===== src/rtl/data_collect_3ch.sv =====
// Three-channel word aggregator: samples clka/clkb/clkc as data in the clkd domain,
// captures each channel's word on its source-clock falling edge and merges by fixed priority.
`timescale 1ns/1ps
module data_collect_3ch #(
    parameter int DW       = 16,
    parameter int SYNC_STG = 2
) (
    input  logic          clkd,
    input  logic          rst_n,
    input  logic          clka,
    input  logic [DW-1:0] data_a,
    input  logic          data_a_vld,
    input  logic          clkb,
    input  logic [DW-1:0] data_b,
    input  logic          data_b_vld,
    input  logic          clkc,
    input  logic [DW-1:0] data_c,
    input  logic          data_c_vld,
    output logic [DW-1:0] dout,
    output logic          dout_vld,
    output logic [1:0]    channel
);

    localparam int NCH = 3;

    logic [NCH-1:0]      src_clk_s;
    logic [NCH-1:0]      src_vld_s;
    logic [DW-1:0]       src_data_s [NCH];

    logic [SYNC_STG-1:0] clk_sync_r [NCH];
    logic [SYNC_STG-1:0] vld_dly_r  [NCH];
    logic [DW-1:0]       data_dly_r [NCH][SYNC_STG];
    logic [NCH-1:0]      clk_prev_r;
    logic [NCH-1:0]      pend_r;
    logic [DW-1:0]       hold_r     [NCH];

    logic [NCH-1:0]      cap_s;
    logic [NCH-1:0]      grant_s;
    logic [1:0]          sel_s;
    logic [DW-1:0]       win_data_s;

    assign src_clk_s     = {clkc, clkb, clka};
    assign src_vld_s     = {data_c_vld, data_b_vld, data_a_vld};
    assign src_data_s[0] = data_a;
    assign src_data_s[1] = data_b;
    assign src_data_s[2] = data_c;

    // Source-clock synchronisers with matching data/valid delay lines.
    always_ff @(posedge clkd or negedge rst_n) begin
        if (!rst_n) begin
            for (int i = 0; i < NCH; i++) begin
                clk_sync_r[i] <= '0;
                vld_dly_r[i]  <= '0;
                for (int j = 0; j < SYNC_STG; j++) begin
                    data_dly_r[i][j] <= '0;
                end
            end
            clk_prev_r <= '0;
        end else begin
            for (int i = 0; i < NCH; i++) begin
                clk_sync_r[i]    <= {clk_sync_r[i][SYNC_STG-2:0], src_clk_s[i]};
                vld_dly_r[i]     <= {vld_dly_r[i][SYNC_STG-2:0], src_vld_s[i]};
                data_dly_r[i][0] <= src_data_s[i];
                for (int j = 1; j < SYNC_STG; j++) begin
                    data_dly_r[i][j] <= data_dly_r[i][j-1];
                end
                clk_prev_r[i]    <= clk_sync_r[i][SYNC_STG-1];
            end
        end
    end

    // Falling-edge detect of each synchronised source clock, qualified by aligned valid.
    always_comb begin
        cap_s = '0;
        for (int i = 0; i < NCH; i++) begin
            cap_s[i] = clk_prev_r[i] & ~clk_sync_r[i][SYNC_STG-1] & vld_dly_r[i][SYNC_STG-1];
        end
    end

    // Fixed-priority arbiter A > B > C over pending words.
    always_comb begin
        grant_s    = '0;
        sel_s      = 2'd0;
        win_data_s = hold_r[0];
        if (pend_r[0]) begin
            grant_s    = 3'b001;
            sel_s      = 2'd0;
            win_data_s = hold_r[0];
        end else if (pend_r[1]) begin
            grant_s    = 3'b010;
            sel_s      = 2'd1;
            win_data_s = hold_r[1];
        end else if (pend_r[2]) begin
            grant_s    = 3'b100;
            sel_s      = 2'd2;
            win_data_s = hold_r[2];
        end else begin
            grant_s    = 3'b000;
            sel_s      = 2'd0;
            win_data_s = hold_r[0];
        end
    end

    // Hold registers and pending flags; a capture in the grant cycle keeps the flag set.
    always_ff @(posedge clkd or negedge rst_n) begin
        if (!rst_n) begin
            pend_r <= '0;
            for (int i = 0; i < NCH; i++) begin
                hold_r[i] <= '0;
            end
        end else begin
            pend_r <= cap_s | (pend_r & ~grant_s);
            for (int i = 0; i < NCH; i++) begin
                if (cap_s[i]) begin
                    hold_r[i] <= data_dly_r[i][SYNC_STG-1];
                end else begin
                    hold_r[i] <= hold_r[i];
                end
            end
        end
    end

    // Registered merged output; dout/channel keep their last values when idle.
    always_ff @(posedge clkd or negedge rst_n) begin
        if (!rst_n) begin
            dout     <= '0;
            dout_vld <= 1'b0;
            channel  <= 2'd0;
        end else if (|grant_s) begin
            dout     <= win_data_s;
            dout_vld <= 1'b1;
            channel  <= sel_s;
        end else begin
            dout     <= dout;
            dout_vld <= 1'b0;
            channel  <= channel;
        end
    end

endmodule


===== config.mk =====
export PLATFORM = sky130hd
export DESIGN_NAME = data_collect_3ch
export DESIGN_NICKNAME = d
export VERILOG_FILES = /design/src/rtl/data_collect_3ch.sv
export SDC_FILE = /design/constraint.sdc
export NUM_CORES = 1
export LEC_CHECK = 0
export ABC_CLOCK_PERIOD_IN_PS = 1500
export BUFFER_PORTS_ARGS = -buffer_cell sky130_fd_sc_hd__buf_2
export CAP_MARGIN = 25
export CORE_UTILIZATION = 56
export DETAILED_ROUTE_END_ITERATION = 7
export PLACE_DENSITY = 0.81
export SYNTH_ARGS = -nofsm -noshare
export SYNTH_HDL_FRONTEND = slang
export SYNTH_SLANG_ARGS = --single-unit

===== constraint.sdc =====
create_clock -name clkd -period 1.5 [get_ports clkd]
set_input_delay 0.3 -clock clkd [delete_from_list [all_inputs] [get_ports clkd]]
set_output_delay 0.3 -clock clkd [all_outputs]
set_load 0.02 [all_outputs]

==> results.toml, run 1 <==
[worst_setup_path]
worstSetupPathType = "reg -> reg"
worstPathCellList = "or3_1 > buf_4 > o22ai_1 > a21oi_1"
cp.depth = 4
slowest_stage = "dfrtp_1"
start_kind = "flop"
worst-path-max-fanout = 11
critical_path.startpoint = "pend_r[0]"
r2r_cells = 4
cpPeakStageDelay_ns = 0.42
cp.arrival_ns = 1.84
r2r_start = "pend_r[0]"
cp-end-kind = "flop"
crit_buf_inv = 1
critPathRequiredTime_ns = 1.89
path_delay_family = "flip-flops"

[global_routing]
grt_pass1_vias = 3284
gr-total-overflow = 0
use_met3_pct = 6.29
grt_start_max_net_pins = 45
grt_usage_pct = 23.0
grt_pass1_wl_um = 17000
grt_busiest_layer = "met2"
grt_use_met2_pct = 37.0
grt_use_met1_pct = 30.5
antenna_found_initial = 0

[power]
ir_drop_mv = 0.829
p_clk_share_pct = 40.2
comb_power_share_pct = 10.1
p_per_area_nw_per_um2 = 1560
p_total_mw = 11.5
internal-power_mw = 8.83
p_leak_nw = 3.38
switchingPower_mw = 2.66
power_frac_seq_pct = 49.6
switching_share_pct = 23.2

[synthesis]
synth-seq-cells = 181
synth_xor_area_share_pct = 0
syn_area_um2 = 5620
synth_top_family_by_area = "multiplexers"
synth_nets = 359
synthArstFlopShare_pct = 100
synth-compound-area-share_pct = 6.26
synth_top_area_share_pct = 80.6
synth_cell_types = 19
synth_ff_type = "dfrtp_1"
muxShareOfSynthArea_pct = 9.62
yosysTopAreaCell = "dfrtp_1"
synth-edff-count = 0
avgSynthCellArea_um2 = 18.5
yosys_warnings = 0
yosys.area_share.simple_pct = 1.16
synth.most_common_cell = "dfrtp_1"
synth_common_cells = "dfrtp_1 (181), mux2_2 (48), o22ai_1 (23), a21oi_1 (17), o22ai_2 (9)"
synth_area_leaders = "dfrtp_1 (81%), mux2_2 (9.6%), o22ai_1 (2.6%), o22ai_2 (2.0%), a21oi_1 (1.5%)"
syn-instance-count = 303
ys_seq_area_share_pct = 80.6
synthAdderAreaFrac_pct = 0

[sta]
drv_slew = 0
post-route-period-util_pct = 96.3
tns_ns = 0
maxSlewHeadroom_pct = 73.1
setup_viol = 0
clock_skew_ns = 0.00606
rsz0062_at_grt = "no"
finalHoldViolCount = 0
fmax_mhz = 692
fin_crit_ns = 1.44
worst_pin_slew_ns = 0.404

[clock_network]
cts.sinks = 181
numCtsBuffers = 17
post_cts.repair.setup_buffers = 0
path_clk_slew_ns = 0.07
clk_latency_ns = 0.52
tritoncts = "done"
max-clock-path-buffers = 2
cts_htree_levels = 4
cts_root_buffer = "clkbuf_8"

[drt]
drt_wl_total_um = 10600
first_iter_violations = 100
drt_pass1_iterations = 4
routed-via-count = 3029
wl_per_cell_um = 17.6
antenna_left = 0
avgViaCountPerCell = 5.04
route.detailed.drc = 0

[floorplan]
coreArea_um2 = 9730
dieHeight_um = 102
start_util_pct = 57.7
die-width_um = 102
io_pins = 75
rows = 36
dieArea_um2 = 10400

[placement]
numPortBuffers = 74
hpwl_um = 5920
gp_congestion = 0.728

[finish]
area.growth.synth_to_final_pct = 31.5
fin_util_pct = 75.9
layout.nets = 511
drive_gt1_share_pct = 38.7
diodes = 0

[run_status]
status = "finished clean"

[flow_run]
maxCapViolCount = 0

[worst_hold_path]
hp-class = "in -> async"
kinds of logic (layout without fill, tap and decap cells):
kind of cell	Yosys count	count (layout)
AO/OA/AOI/OAI	51	51
buffers and inverters	14	179
multiplexers	48	48
AND/OR/NAND/NOR	9	9
flip-flops	181	181
worst paths after layout:
check,endpoint,slack (ns)
max,dout[2],0.06
min,vld_dly_r[5],0.26
max reg2reg,dout[2],0.06
min reg2reg,data_dly_r[7],0.35
max in group asynchronous,data_dly_r[60],0.68
min in group clkd,data_dly_r[7],0.35
through the flow:
stage	hold slack, ns	worst slack, ns	cells	cell area, µm²
global placement	0.231	0.251	514	6200
global route	0.282	0.0240	601	7380
detailed placement	0.241	0.141	514	6200
floorplan	0.00441	0.210	303	5620
finish	0.256	0.0553	601	7380
CTS	0.252	0.0544	601	7380
what timing repair did:
action,in CTS,in global routing
hold buffers,55,0
gates resized for setup,0,0
endpoints found under the hold margin,88,0
power groups by stage:
stage / Combinational (mW) / Sequential (mW) / Clock, mW
after floorplan: 0.486 / 5.84 / 0
after global placement: 0.986 / 5.75 / 0
after detailed placement: 1.04 / 5.78 / 0
after CTS: 1.17 / 5.71 / 4.66
after global routing: 1.27 / 5.76 / 4.88
final: 1.16 / 5.71 / 4.63
worst reg2reg max path, cell delays in order (launching register included):
cell and delay (ns):
dfrtp_1 0.42, or3_1 0.41, buf_4 0.20, o22ai_1 0.20
a21oi_1 0.09
state kept, by name, indices dropped and copies added (netlist names):
| register | flops |
|---|---|
| data_dly_r | 96 |
| pend_r | 3 |
| clk_prev_r | 3 |
| clk_sync_r | 6 |
| channel | 2 |
| dout_vld | 1 |
| dout | 16 |
| vld_dly_r | 6 |
| hold_r | 48 |
cell usage in the layout, fill, tap and decap left out:
cell / instances
mux2_2: 48
o22ai_1: 23
buf_6: 1
clkinv_1: 1
clkinv_2: 3
nand2_1: 1
clkbuf_16: 16
clkinvlp_4: 3
bufinv_16: 4
buf_2: 73
a21oi_1: 17
clkinv_4: 1
nand3b_2: 3
inv_1: 2
clkbuf_8: 4
o22ai_2: 9
nor2_1: 1
nor3_1: 1
buf_12: 4
nand2b_1: 2
dlygate4sd3_1: 55
or3_1: 1
o21ai_0: 2
buf_4: 11
dfrtp_1: 181
inv_6: 1
final cells by class:
type	instances	area (µm²)
clock buffers	20	455
clock inverters	12	175
fillers	566	2340
inverters	3	11.3
multi-input cells	108	957
flip-flops and latches	181	4530
well taps	133	166
repair buffers	144	1090
layer usage:
layer / part of all wire (%) / wire length (µm)
met2: 52 / 5490
met5: 0 / 0
met4: 1.5 / 157
met1: 44 / 4640
met3: 2.9 / 312
No activity file was read; power rests on OpenSTA's default activity.
==> run 2, diff against run 1 <==
==> constraint.sdc (replaced) <==
create_clock -name clkd -period 1.5 [get_ports clkd]
set_input_delay 0.075 -clock clkd [delete_from_list [all_inputs] [get_ports clkd]]
set_output_delay 0.075 -clock clkd [all_outputs]
set_load 0.02 [all_outputs]
==> run 2 against run 1 <==
  * Clock-buffer cell count increased by 6
  * Total power decreased by 2.0%
  * Combinational power about the same
  * Register-to-register slack improved by 0.05 ns
  * Cell count decreased by 0.17%
  * Hold slack got worse by 0.19 ns
==> results.toml, run 2 (same netlist as run 1, synthesis figures left out) <==
[run_status]
status = "finished clean"

[floorplan]
rows = 36
dieArea_um2 = 10400
die-width_um = 102
io_pins = 75
start_util_pct = 57.7
dieHeight_um = 102
coreArea_um2 = 9730

[finish]
layout.nets = 510
final_common_cell = "dfrtp_1"
fillers = 559
diodes = 0
mostFrequentLayoutCells = "dfrtp_1 (181), buf_2 (73), dlygate4sd3_1 (55)"
top_register = "data_dly_r"
largest_reg_flops = 96
stdcell_area_um2 = 7350
area.growth.synth_to_final_pct = 30.9
reg_top3 = "data_dly_r: 96 flops, hold_r: 48 flops, dout: 16 flops"
drive_gt1_share_pct = 38.1

[clock_network]
cts.sinks = 181
tritoncts = "done"
hold_buffers = 55
post_cts.repair.setup_buffers = 0
clk_latency_ns = 0.52
cts_root_buffer = "clkbuf_8"
cts_resized = 0
numCtsBuffers = 17
path_clk_slew_ns = 0.06
max-clock-path-buffers = 2
cts_htree_levels = 4

[worst_setup_path]
cp.arrival_ns = 1.79
worst-path-max-fanout = 17
start_kind = "flop"
critPathRequiredTime_ns = 1.90
cp-end-kind = "flop"
worstSetupPathType = "reg -> reg"

[sta]
finalHoldViolCount = 0
clock_skew_ns = 0.00789
setup_viol = 0
fmax_mhz = 716
worst_pin_slew_ns = 0.460
post-route-period-util_pct = 93.1
rsz0062_at_grt = "no"
drv_slew = 0
finalWorstSetupSlack_ns = 0.104
hold_ws_ns = 0.0666
fin_crit_ns = 1.40
maxSlewHeadroom_pct = 69.4
tns_ns = 0

[placement]
post-place-ws_ns = 0.125
dpl_cell_area_um2 = 6200
gp_congestion = 0.731
hpwl_um = 5960
numPortBuffers = 74

[global_routing]
grt_pass1_wl_um = 16800
grt_start_max_net_pins = 51
antenna_found_initial = 0
gr-total-overflow = 0
grt_usage_pct = 22.6
grt_pass1_vias = 3152

[drt]
drt_pass1_iterations = 4
wl_per_cell_um = 17.7
routed-via-count = 2988
drt_wl_total_um = 10600
route.detailed.drc = 0
avgViaCountPerCell = 4.98
antenna_left = 0
first_iter_violations = 84

[flow_run]
maxCapViolCount = 0

[power]
p_per_area_nw_per_um2 = 1530
ir_drop_mv = 1.04
p_leak_nw = 3.36

[worst_hold_path]
hp-class = "in -> async"
## run 2: changes by cell type in the layout (fill, tap and decap cells not counted), sizes merged
cell      delta
clkbuf       +6
bufinv       -2
clkinv       -2
buf          -1
clkinvlp     -1
inv          -1
## run 2: per-layer routing
layer | wire length, µm | up-vias | global-route usage [%] | share of wire [%]
li1 | - | 1362 | - | -
met1 | 4660 | 1539 | 30.8 | 44
met2 | 5420 | 68 | 35.7 | 51
met3 | 324 | 19 | 4.99 | 3.1
met4 | 206 | 0 | 9.67 | 1.9
met5 | 0 | - | 0 | 0
## run 2: where the power goes
part           internal [mW]  switching (mW)  leakage, nW  total, mW
Clock                   2.69            1.70        0.294       4.38
Sequential              5.41           0.316         2.12       5.72
Combinational          0.584           0.578        0.951       1.16
## run 2: per-stage QoR
step | utilization (%) | power, mW | instances
final | 75.6 | 11.3 | 600
after global routing | 75.6 | 11.7 | 600
after CTS | 75.6 | 11.3 | 600
after detailed placement | 63.7 | 6.82 | 513
after global placement | 63.7 | 6.74 | 513
after floorplan | - | 6.33 | 303
## run 2: final timing paths
check                                from       endpoint  slack (ns)  cells after the start
max in group asynchronous           rst_n        dout[1]        0.83                      3
min in group clkd              data_c_vld   vld_dly_r[0]        0.19                      2
min reg2reg                data_dly_r[23]  data_dly_r[7]        0.34                      0
max reg2reg                     pend_r[0]        dout[0]        0.10                      4
min                                 rst_n   vld_dly_r[5]        0.07                      2
max                             pend_r[0]        dout[0]        0.10                      4
## run 2: cell type report
class | instances | area, µm² | share of cell area (%)
clock buffer | 26 | 518 | 7.04
clock inverter | 6 | 88.8 | 1.21
inverter | 3 | 11.3 | 0.153
multi-input combinational | 108 | 957 | 13.0
sequential | 181 | 4530 | 61.6
tap | 133 | 166 | 2.26
timing repair buffer | 143 | 1080 | 14.7
## run 2: critical path, stage by stage (launching register included)
cell,delay [ns]
dfrtp_1,0.42
or3_1,0.39
buf_4,0.22
o22ai_1,0.18
a21oi_1,0.07
